===== src/rtl/des_key_sched.sv =====
// DES key-schedule generator: loads one 64-bit key and streams the sixteen 48-bit
// round subkeys over a valid/ready handshake, in encrypt or decrypt order.
module des_key_sched (
  input  logic        clk,
  input  logic        rst_n,
  input  logic        start,
  input  logic [63:0] key,
  input  logic        decrypt,
  output logic        ready,
  output logic        k_valid,
  input  logic        k_ready,
  output logic [3:0]  k_round,
  output logic [47:0] k_out,
  output logic        done
);

  typedef enum logic {IDLE, RUN} state_e;

  // FIPS 46-3 tables, 1-based DES bit numbers (bit 1 is the MSB of the source vector).
  localparam int PC1 [56] = '{
    57, 49, 41, 33, 25, 17,  9,  1, 58, 50, 42, 34, 26, 18,
    10,  2, 59, 51, 43, 35, 27, 19, 11,  3, 60, 52, 44, 36,
    63, 55, 47, 39, 31, 23, 15,  7, 62, 54, 46, 38, 30, 22,
    14,  6, 61, 53, 45, 37, 29, 21, 13,  5, 28, 20, 12,  4};

  localparam int PC2 [48] = '{
    14, 17, 11, 24,  1,  5,  3, 28, 15,  6, 21, 10,
    23, 19, 12,  4, 26,  8, 16,  7, 27, 20, 13,  2,
    41, 52, 31, 37, 47, 55, 30, 40, 51, 45, 33, 48,
    44, 49, 39, 56, 34, 53, 46, 42, 50, 36, 29, 32};

  function automatic logic [55:0] pc1(input logic [63:0] k);
    logic [55:0] r;
    r = '0;
    for (int i = 0; i < 56; i++) r[55-i] = k[64-PC1[i]];
    return r;
  endfunction

  function automatic logic [47:0] pc2(input logic [55:0] cd);
    logic [47:0] r;
    r = '0;
    for (int i = 0; i < 48; i++) r[47-i] = cd[56-PC2[i]];
    return r;
  endfunction

  // Decrypt walks the encrypt schedule backwards, so its round 0 needs no shift.
  function automatic logic [1:0] rot_amt(input logic dec, input logic [3:0] idx);
    logic one;
    one = (idx == 4'd0) || (idx == 4'd1) || (idx == 4'd8) || (idx == 4'd15);
    if (dec && idx == 4'd0) return 2'd0;
    return one ? 2'd1 : 2'd2;
  endfunction

  function automatic logic [27:0] rot(input logic [27:0] x, input logic dec,
                                      input logic [3:0] idx);
    logic [1:0] a;
    a = rot_amt(dec, idx);
    if (!dec) return (a == 2'd1) ? {x[26:0], x[27]} : {x[25:0], x[27:26]};
    case (a)
      2'd0:    return x;
      2'd1:    return {x[0], x[27:1]};
      default: return {x[1:0], x[27:2]};
    endcase
  endfunction

  state_e      state_q;
  logic [27:0] c_q, c_d;
  logic [27:0] d_q, d_d;
  logic        dir_q;
  logic [3:0]  k_round_q;
  logic        k_valid_q;
  logic        done_q;
  logic [55:0] key_cd;
  logic        last_round;

  assign last_round = (k_round_q == 4'd15);

  // NOTE: every output of this block gets a default first, otherwise the hold paths infer latches.
  always_comb begin
    key_cd = pc1(key);
    c_d    = c_q;
    d_d    = d_q;
    if (state_q == IDLE && start) begin
      c_d = rot(key_cd[55:28], decrypt, 4'd0);
      d_d = rot(key_cd[27:0],  decrypt, 4'd0);
    end else if (state_q == RUN && k_ready && !last_round) begin
      c_d = rot(c_q, dir_q, k_round_q + 4'd1);
      d_d = rot(d_q, dir_q, k_round_q + 4'd1);
    end
  end

  // NOTE: sequential state uses non-blocking assignments so all registers update from pre-edge values.
  always_ff @(posedge clk or negedge rst_n) begin
    if (!rst_n) begin
      state_q   <= IDLE;
      c_q       <= '0;
      d_q       <= '0;
      dir_q     <= 1'b0;
      k_round_q <= '0;
      k_valid_q <= 1'b0;
      done_q    <= 1'b0;
    end else begin
      c_q    <= c_d;
      d_q    <= d_d;
      done_q <= 1'b0;
      case (state_q)
        IDLE: begin
          if (start) begin
            dir_q     <= decrypt;
            k_round_q <= '0;
            k_valid_q <= 1'b1;
            state_q   <= RUN;
          end
        end
        RUN: begin
          if (k_ready) begin
            if (last_round) begin
              state_q   <= IDLE;
              k_valid_q <= 1'b0;
              k_round_q <= '0;
              done_q    <= 1'b1;
            end else begin
              k_round_q <= k_round_q + 4'd1;
            end
          end
        end
        default: state_q <= IDLE;
      endcase
    end
  end

  assign ready   = (state_q == IDLE);
  assign k_valid = k_valid_q;
  assign k_round = k_round_q;
  assign done    = done_q;
  assign k_out   = k_valid_q ? pc2({c_q, d_q}) : 48'd0;

endmodule


===== config.mk =====
export PLATFORM = sky130hd
export DESIGN_NAME = des_key_sched
export DESIGN_NICKNAME = d
export VERILOG_FILES = /design/src/rtl/des_key_sched.sv
export SDC_FILE = /design/constraint.sdc
export NUM_CORES = 1
export LEC_CHECK = 0
export BUFFER_PORTS_ARGS = -buffer_cell sky130_fd_sc_hd__buf_4
export CORE_AREA = 4 4 105 107
export DETAILED_ROUTE_END_ITERATION = 7
export DIE_AREA = 0 0 109 111
export GPL_TIMING_DRIVEN = 0
export PLACE_DENSITY = 0.81
export SLEW_MARGIN = 20
export SYNTH_ARGS = -nofsm -noshare
export SYNTH_HDL_FRONTEND = slang
export SYNTH_SLANG_ARGS = --single-unit

===== constraint.sdc =====
create_clock -name clk -period 2.8 [get_ports clk]
set_input_delay 0.42 -clock clk [delete_from_list [all_inputs] [get_ports clk]]
set_output_delay 0.42 -clock clk [all_outputs]
set_load 0.005 [all_outputs]

==> results.cfg, run 1 <==
[clock_tree]
clk_pin_slew_ps = 80
cts-root-buf = clkbuf_8
htreeDepth = 3
cts_tree = done
cts_sinks = 64
cts_buffer_depth = 2
cts_buffers = 9
cts_hold_buf = 0
clk_latency_ps = 360

[floorplanning]
initial_core_util_pct = 54.51
core_mm2 = 0.01014
fp.dieW_um = 109
die-area_mm2 = 0.01210
die_h_um = 111
io_pins = 124
row_count = 37

[placement]
hpwl_um = 16010
place.gp.congestion = 0.9593
port_buffers = 114
place_area_mm2 = 0.006553

[power]
swShare_pct = 50.45
combPwrFrac_pct = 67.2
ir_drop_mv = 0.6900
power.leakage_nw = 3.150
power_frac_clock_pct = 8.5
power.density_mw_per_mm2 = 1291
p_int_mw = 4.328
netSwitchingPower_mw = 4.407
power_frac_seq_pct = 24.3

[setup_path]
path_cells = inv_1 -> ha_1 -> a21o_1 -> a21oi_1 -> a21o_1 -> buf_6 -> buf_6 -> buf_6 -> mux2i_2 -> o22ai_1 -> a21o_1
crit_path_start_kind = flip-flop
crit_family = compound AO/OA/AOI/OAI gates
r2r_setup_slack_ps = 30
rr_startpoint = k_round[0]
worstPathMaxFanout = 10
cp.arrival_ps = 3030
cp.buffers_inverters = 4
cp.required_ps = 3060
slowest_delay_ps = 470
r2r-end = c_q[8]
critical_path.slowest_cell = dfrtp_2
cp-end-kind = flip-flop
critical_path_class = reg2reg
rr_worst_depth = 11

[job]
max_cap_violations = 0

[yosys]
synth.area.top_cells = dfrtp_1 29%, mux2i_1 18%, a21oi_1 7.2%, nand2_1 6.7%, and2_1 5.5%
syn_nets = 730
netlist_area_mm2 = 0.005527
ys_ff_latch = 64
synth_top_cell_by_area = dfrtp_1
yosys_warnings = 0
ys_types = 52
avgSynthCellArea_um2 = 8.399
post_synth_inst_count = 658
ys_seq_area_share_pct = 28.98
ys.flop_type = dfrtp_1
synth_edf_count = 0
synthArstFlopShare_pct = 100.0
yosysTopAreaCellShare_pct = 28.98

[drt]
wl_um = 23370
route.met3.wl_um = 2975
dr.max_layer_used = met4
drt_iter0_drc = 791
drc = 0
wl_met2_um = 10260
vias = 6295
ant_nets = 0
avgRoutedWirePerCell_um = 25.20
wirelength_met1_um = 8449
drt-pass1-iter-count = 7
via_per_inst = 6.791

[grt]
grt_max_degree = 65
grt_overflow = 0
grt_pass1_wl_um = 34650
grt_pass1_vias = 6248
antenna_found_initial = 0
grt.total_usage_pct = 37.92

[run_status]
run_status = finished, final reports clean

[finish]
final_area_mm2 = 0.006768
drive_gt1_share_pct = 21.62
fill_cells = 888
seq_area_mm2 = 0.001604
multi_input_area_mm2 = 0.003645
final_util_pct = 66.75
diodes = 0
final_nets = 858
final_common_cell = buf_4
synthToLayoutAreaGrowth_pct = 22.46
final_cell_mix = 121 x buf_4, 99 x nand2_1, 95 x mux2i_1, 79 x a21oi_1, 62 x dfrtp_1

[sta]
fin_crit_ps = 2769
setup_viol = 0
hold_violations = 0
drv_slew = 0
worstMarginPinSlew_ps = 1036
slew_headroom_pct = 30.93
rsz0062_at_grt = yes
fmax_mhz = 361.1
holdWs_ps = 169.8
fin_crit_sh_pct = 98.90
fin_worst_skew_ps = 10.77

[hold_path]
hold_class = in2async
[worst max-delay path by stage]
stage,from,to,slack (ps),depth (start not counted)
global placement,start,c_q[8],-60,8
global route,k_round[0],c_q[8],-60,11
detailed placement,k_round[0],c_q[9],-90,9
finish,k_round[0],c_q[8],30,11
floorplan,k_round[0],c_q[3],430,8
CTS,k_round[1],c_q[9],50,9
[flip-flops by register name (all words and copies together), names as in the netlist]
signal,count
k_valid,1
done,1
d_q,28
k_round,4
state_q,1
c_q,28
dir_q,1
[cells by family after synthesis]
group	share of synthesized area, %
AOI/OAI and AO/OA	27.42
and+or+nand+nor	17.05
muxes	20.17
DFF	28.98
buffers and inverters	5.388
adders and majority gates	0.6793
xor gates and xnor gates	0.3170
[what timing repair did]
action                                  CTS  global route
gates resized for setup                   3            11
endpoints found under the hold margin     0             0
endpoints found under the setup margin    9            11
setup buffers                             3             0
pin swaps                                 1             1
[per-layer routing]
layer / global-route usage [%] / vias to the layer above
met5: 0 / -
met4: 26.52 / 0
met3: 6.465 / 147
met2: 56.92 / 561
met1: 48.86 / 2902
li1: - / 2685
[stage by stage]
| step | total power [mW] | std cells | setup TNS, ps | setup slack, ps |
|---|---|---|---|---|
| 2_1_floorplan | 5.591 | 658 | 0 | 426.8 |
| 4_1_cts | 8.458 | 927 | 0 | 49.34 |
| 3_3_place_gp | 7.546 | 908 | -310.9 | -63.33 |
| 5_1_grt | 9.131 | 927 | -73.45 | -64.11 |
| 3_5_place_dp | 7.659 | 908 | -215.0 | -89.38 |
| 6_report | 8.735 | 927 | 0 | 30.92 |
[power groups by stage]
stage	combinational [mW]	sequential (mW)	clock (mW)
2_1_floorplan	3.76	1.83	0
3_3_place_gp	5.49	2.06	0
3_5_place_dp	5.58	2.08	0
4_1_cts	5.66	2.07	0.729
5_1_grt	6.18	2.18	0.773
6_report	5.87	2.12	0.739
[cells in the mapped netlist (8+ instances only)]
master and number:
nor2_1 35, buf_2 10, a21oi_1 79, o22ai_1 22
and2_1 49, nand2_1 99, o2bb2ai_1 12, mux2_1 8
a2111o_1 9, a21o_1 9, dfrtp_1 64, clkbuf_1 32
o32a_1 16, o21bai_1 16, o21ai_0 16, mux2i_1 99
[area by class of cell]
| cell class | instances | area share [%] |
|---|---|---|
| Buffer | 56 | 4.289 |
| Clock buffer | 12 | 2.145 |
| Clock inverter | 4 | 0.2958 |
| Inverter | 4 | 0.2219 |
| Multi-Input combinational cell | 534 | 53.85 |
| Sequential cell | 64 | 23.70 |
| Tap cell | 136 | 2.514 |
| Timing Repair Buffer | 117 | 12.98 |
Note: power is estimated with default switching activity, not from simulation.
==> run 2: changes to the inputs <==
CORE_AREA = 4 4 124 91   (was 4 4 105 107)
DIE_AREA = 0 0 128 95   (was 0 0 109 111)
PLACE_DENSITY = 0.86   (was 0.81)
==> run 2 against run 1 <==
Compared with the run above: critical path depth fell by 5; routed wire length rose by 0.92%; hold slack improved by 33 ps; the run now ends with design-rule violations, negative setup slack left; die area rose by 0.50%; setup slack got worse by 71 ps; sequential share of layout area fell by 0.46 points.
==> results.cfg, run 2 (same netlist as run 1, synthesis figures left out) <==
[job]
max_cap_violations = 0

[clock_tree]
cts_hold_buf = 0
cts-root-buf = clkbuf_16
clk_pin_slew_ps = 70
cts_buffer_depth = 2
cts_sinks = 64
cts_tree = done
htreeDepth = 3
clk_latency_ps = 350
cts_buffers = 9

[grt]
grtUsageMet3_pct = 13.34
grt.total_usage_pct = 38.25
use_met1_pct = 51.23
grt_max_degree = 65
grt_pass1_wl_um = 35180
grtUsageMet2_pct = 55.88
grt_pass1_vias = 6049
busiest_layer = met2
antenna_found_initial = 0
grt_overflow = 0

[sta]
setup_slack_ps = -40.06
fin_crit_ps = 2840
fmax_mhz = 352.1
fin_worst_skew_ps = 14.17
slew_headroom_pct = 29.93
fin_crit_sh_pct = 101.4
rsz0062_at_grt = no
setup_viol = 2
drv_slew = 0
worstMarginPinSlew_ps = 1051
hold_violations = 0

[setup_path]
cp.arrival_ps = 3060
crit_path_start_kind = flip-flop
cp-end-kind = flip-flop
cp.required_ps = 3020
worstPathMaxFanout = 10
critical_path_class = reg2reg

[placement]
port_buffers = 114
post-place-cells = 904
place.gp.congestion = 1.033
hpwl_um = 16310

[hold_path]
hold_class = in2async

[drt]
via_per_inst = 6.949
ant_nets = 0
wl_um = 23580
drt_iter0_drc = 1058
vias = 6407
avgRoutedWirePerCell_um = 25.57
drc = 7
drt-pass1-iter-count = 8

[finish]
final_common_cell = buf_4
drive_gt1_share_pct = 21.39
fill_cells = 848
final_cell_mix = 119 x buf_4, 99 x nand2_1, 98 x mux2i_1, 78 x a21oi_1, 62 x dfrtp_1
fin_cells = 922
multi_input_area_mm2 = 0.003652
seq_area_mm2 = 0.001604
final_nets = 857
diodes = 0
final_util_pct = 68.42
synthToLayoutAreaGrowth_pct = 24.86

[floorplanning]
core_mm2 = 0.01008
die-area_mm2 = 0.01216
fp.dieW_um = 128
io_pins = 124
row_count = 31
initial_core_util_pct = 54.80
die_h_um = 95

[power]
ir_drop_mv = 0.5423
power.density_mw_per_mm2 = 1338
power.leakage_nw = 3.208
p_total_mw = 9.233

[run_status]
run_status = finished with violations
violations = design-rule violations, negative setup slack
run 2: cell count changes in the layout (fill, tap and decap cells not counted), moves of 2 or more:
cell and delta:
clkbuf_16 +9, clkbuf_8 -8, mux2i_2 -4, mux2i_1 +3, buf_4 -2, clkbuf_4 +2, clkinv_2 -2
run 2: layout make-up:
cell class	instances	area share (%)
multi-input combinational	534	52.93
clock inverter	3	0.5802
tap	132	2.393
clock buffer	13	3.772
inverter	4	0.2176
timing repair buffer	116	12.62
buffer	56	4.243
sequential	64	23.25
run 2: path summary, 6_finish.rpt:
path | to | slack, ps | cells past startpoint | start
max in group asynchronous | k_round[1] | 1990 | 1 | rst_n
worst max register to register | c_q[15] | -40 | 6 | state_q
min in group clk | k_round[1] | 350 | 3 | k_ready
worst max-delay path | c_q[15] | -40 | 6 | state_q
worst min register to register | d_q[26] | 590 | 1 | d_q[26]
worst min-delay path | c_q[21] | 200 | 1 | rst_n
run 2: per-layer routing:
metal	up-vias	routed length (um)
li1	2685	-
met1	2999	9273
met2	611	9514
met3	110	3655
met4	2	1104
met5	-	31
run 2: repair_timing:
action	CTS	global route
setup buffers	2	0
pin swaps	1	1
resized for setup	1	14
endpoints found under the setup margin	3	42
run 2: metrics by stage:
stage	setup WS (ps)	instance area, um^2	setup TNS, ps	hold slack, ps
after detailed placement	-70.52	6548	-197.9	566.9
after global routing	4.118	6900	0	277.4
after global placement	-63.59	6548	-100.8	556.7
after CTS	19.07	6867	0	231.1
final	-40.06	6900	-71.92	203.0
after floorplan	426.8	5527	0	124.4
run 2: critical path, cell delays in order (launching register included):
cell	delay [ps]
dfrtp_1	440
nor2b_1	80
clkbuf_1	170
nor2_1	750
nand2_1	580
clkbuf_2	400
o221ai_1	300
run 2: report_power, final:
group,leakage (nW),switching (mW),internal (mW)
Clock,0.150,0.451,0.736
Sequential,0.762,0.733,1.38
Combinational,2.30,3.33,2.60
==> run 3: changes to the inputs <==
clock period = 2.9 ns   (was 2.8 ns; I/O delays follow)
==> run 3 against run 2 <==
Compared with the run above: the run now ends clean; utilization down 0.15 points; clock power down 4%; sequential share of layout area about the same; global-route usage about the same; sequential power down 3%; first-iteration DRC count down 7.2%; count of clock-buffer cells in the layout unchanged; clock skew down 5.6 ps; die area unchanged; fmax down 2.0%; critical endpoint unchanged; largest cell class unchanged; highest routed layer is now met4.
==> results.cfg, run 3 (same netlist as run 1, synthesis figures left out) <==
[setup_path]
slowest_delay_ps = 790
cp.arrival_ps = 3120
critical_path.slowest_cell = nor2_1
critical_path_class = reg2reg
path_cells = nor2b_1 -> clkbuf_1 -> nor2_1 -> nand2_1 -> clkbuf_2 -> o221ai_1
cp.required_ps = 3120
crit_path_start_kind = flip-flop
cp.buffers_inverters = 2
worstPathMaxFanout = 10
cp-end-kind = flip-flop
crit_family = simple AND/OR/NAND/NOR gates

[power]
power.density_mw_per_mm2 = 1291
p_int_mw = 4.544
ir_drop_mv = 0.5210
power_frac_seq_pct = 23.0
power.leakage_nw = 3.210
combPwrFrac_pct = 64.2
swShare_pct = 48.87
netSwitchingPower_mw = 4.343
power_frac_clock_pct = 12.8

[sta]
fin_setup_tns_ps = 0
fin_crit_ps = 2898
holdWs_ps = 217.7
hold_violations = 0
setup_slack_ps = 2.189
fin_crit_sh_pct = 99.92
setup_viol = 0
rsz0062_at_grt = no
drv_slew = 0
worstMarginPinSlew_ps = 1081
fmax_mhz = 345.1
slew_headroom_pct = 27.96
fin_worst_skew_ps = 8.549

[clock_tree]
cts_buffer_depth = 2
cts_sinks = 64
htreeDepth = 3
clk_latency_ps = 340
cts_buffers = 9
cts-root-buf = clkbuf_16
cts_tree = done
cts_hold_buf = 0
clk_pin_slew_ps = 50

[placement]
dp_slack_ps = 29.48
place.gp.congestion = 1.033
port_buffers = 114
hpwl_um = 16310

[finish]
drive_gt1_share_pct = 21.27
final_common_cell = buf_4
final_nets = 857
diodes = 0
synthToLayoutAreaGrowth_pct = 24.59
fill_cells = 853
final_cell_mix = 119 x buf_4, 99 x nand2_1, 97 x mux2i_1, 79 x a21oi_1, 63 x dfrtp_1

[floorplanning]
fp.dieW_um = 128
io_pins = 124
core_mm2 = 0.01008
initial_core_util_pct = 54.80
row_count = 31
die_h_um = 95
die-area_mm2 = 0.01216

[grt]
grt_pass1_wl_um = 35190
grt_max_degree = 65
busiest_layer = met2
grt_overflow = 0
antenna_found_initial = 0
grtUsageMet3_pct = 13.45
grt_pass1_vias = 6051
use_met1_pct = 51.20
grt.total_usage_pct = 38.27
grtUsageMet2_pct = 55.88

[drt]
drc = 0
drt_iter0_drc = 982
ant_nets = 0
drt-pass1-iter-count = 5
via_per_inst = 6.922
vias = 6382
avgRoutedWirePerCell_um = 25.57
wl_um = 23570

[hold_path]
hold_class = in2async

[job]
max_cap_violations = 0

[run_status]
run_status = finished, final reports clean
-- run 3: worst register-to-register path: stages (launching register included) --
cell      delay, ps
dfrtp_1         430
nor2b_1          70
clkbuf_1        170
nor2_1          790
nand2_1         610
clkbuf_2        410
o221ai_1        310
-- run 3: metal layers --
layer / vias to the layer above / share of wire [%] / wire length, um
met3: 107 / 15 / 3523
met2: 601 / 41 / 9616
met5: - / 0 / 0
li1: 2687 / - / -
met4: 0 / 4.5 / 1062
met1: 2987 / 40 / 9371
-- run 3: repair_timing --
item | CTS | global route
endpoints found under the setup margin | 0 | 23
gates resized for setup | 0 | 14
setup buffers | 0 | 2
-- run 3: path summary, 6_finish.rpt --
check	start	endpoint	slack [ps]	cells after the start
hold / removal	rst_n	state_q	220	1
hold reg to reg	d_q[26]	d_q[26]	590	1
max in group asynchronous	rst_n	k_round[0]	2080	1
setup reg to reg	state_q	c_q[15]	2	6
min in group clk	k_ready	k_round[1]	360	3
setup / recovery	state_q	c_q[15]	2	6
-- run 3: final cells by class --
| cell class | instances | area [um^2] | area share, % |
|---|---|---|---|
| Timing Repair Buffer | 116 | 870.8 | 12.65 |
| Clock buffer | 13 | 260.3 | 3.780 |
| Tap cell | 132 | 165.2 | 2.399 |
| Buffer | 56 | 294.0 | 4.270 |
| Multi-Input combinational cell | 534 | 3637 | 52.83 |
| Sequential cell | 64 | 1603 | 23.28 |
| Inverter | 4 | 15.01 | 0.2181 |
| Clock inverter | 3 | 40.04 | 0.5815 |
-- run 3: power by group through the flow --
stage | registers [mW] | clock network [mW] | logic (mW)
final | 2.04 | 1.14 | 5.71
after global routing | 2.08 | 1.16 | 6.00
after CTS | 1.98 | 1.12 | 5.43
after detailed placement | 1.99 | 0 | 5.39
after global placement | 1.97 | 0 | 5.27
after floorplan | 1.76 | 0 | 3.63
-- run 3: per-stage QoR --
stage / power, mW / util (%) / instances / instance area [um^2]
after floorplan: 5.398 / - / 658 / 5527
after global placement: 7.241 / 64.93 / 904 / 6548
after detailed placement: 7.377 / 64.93 / 904 / 6548
after CTS: 8.531 / 67.90 / 920 / 6848
after global routing: 9.248 / 68.28 / 922 / 6885
final: 8.887 / 68.28 / 922 / 6885
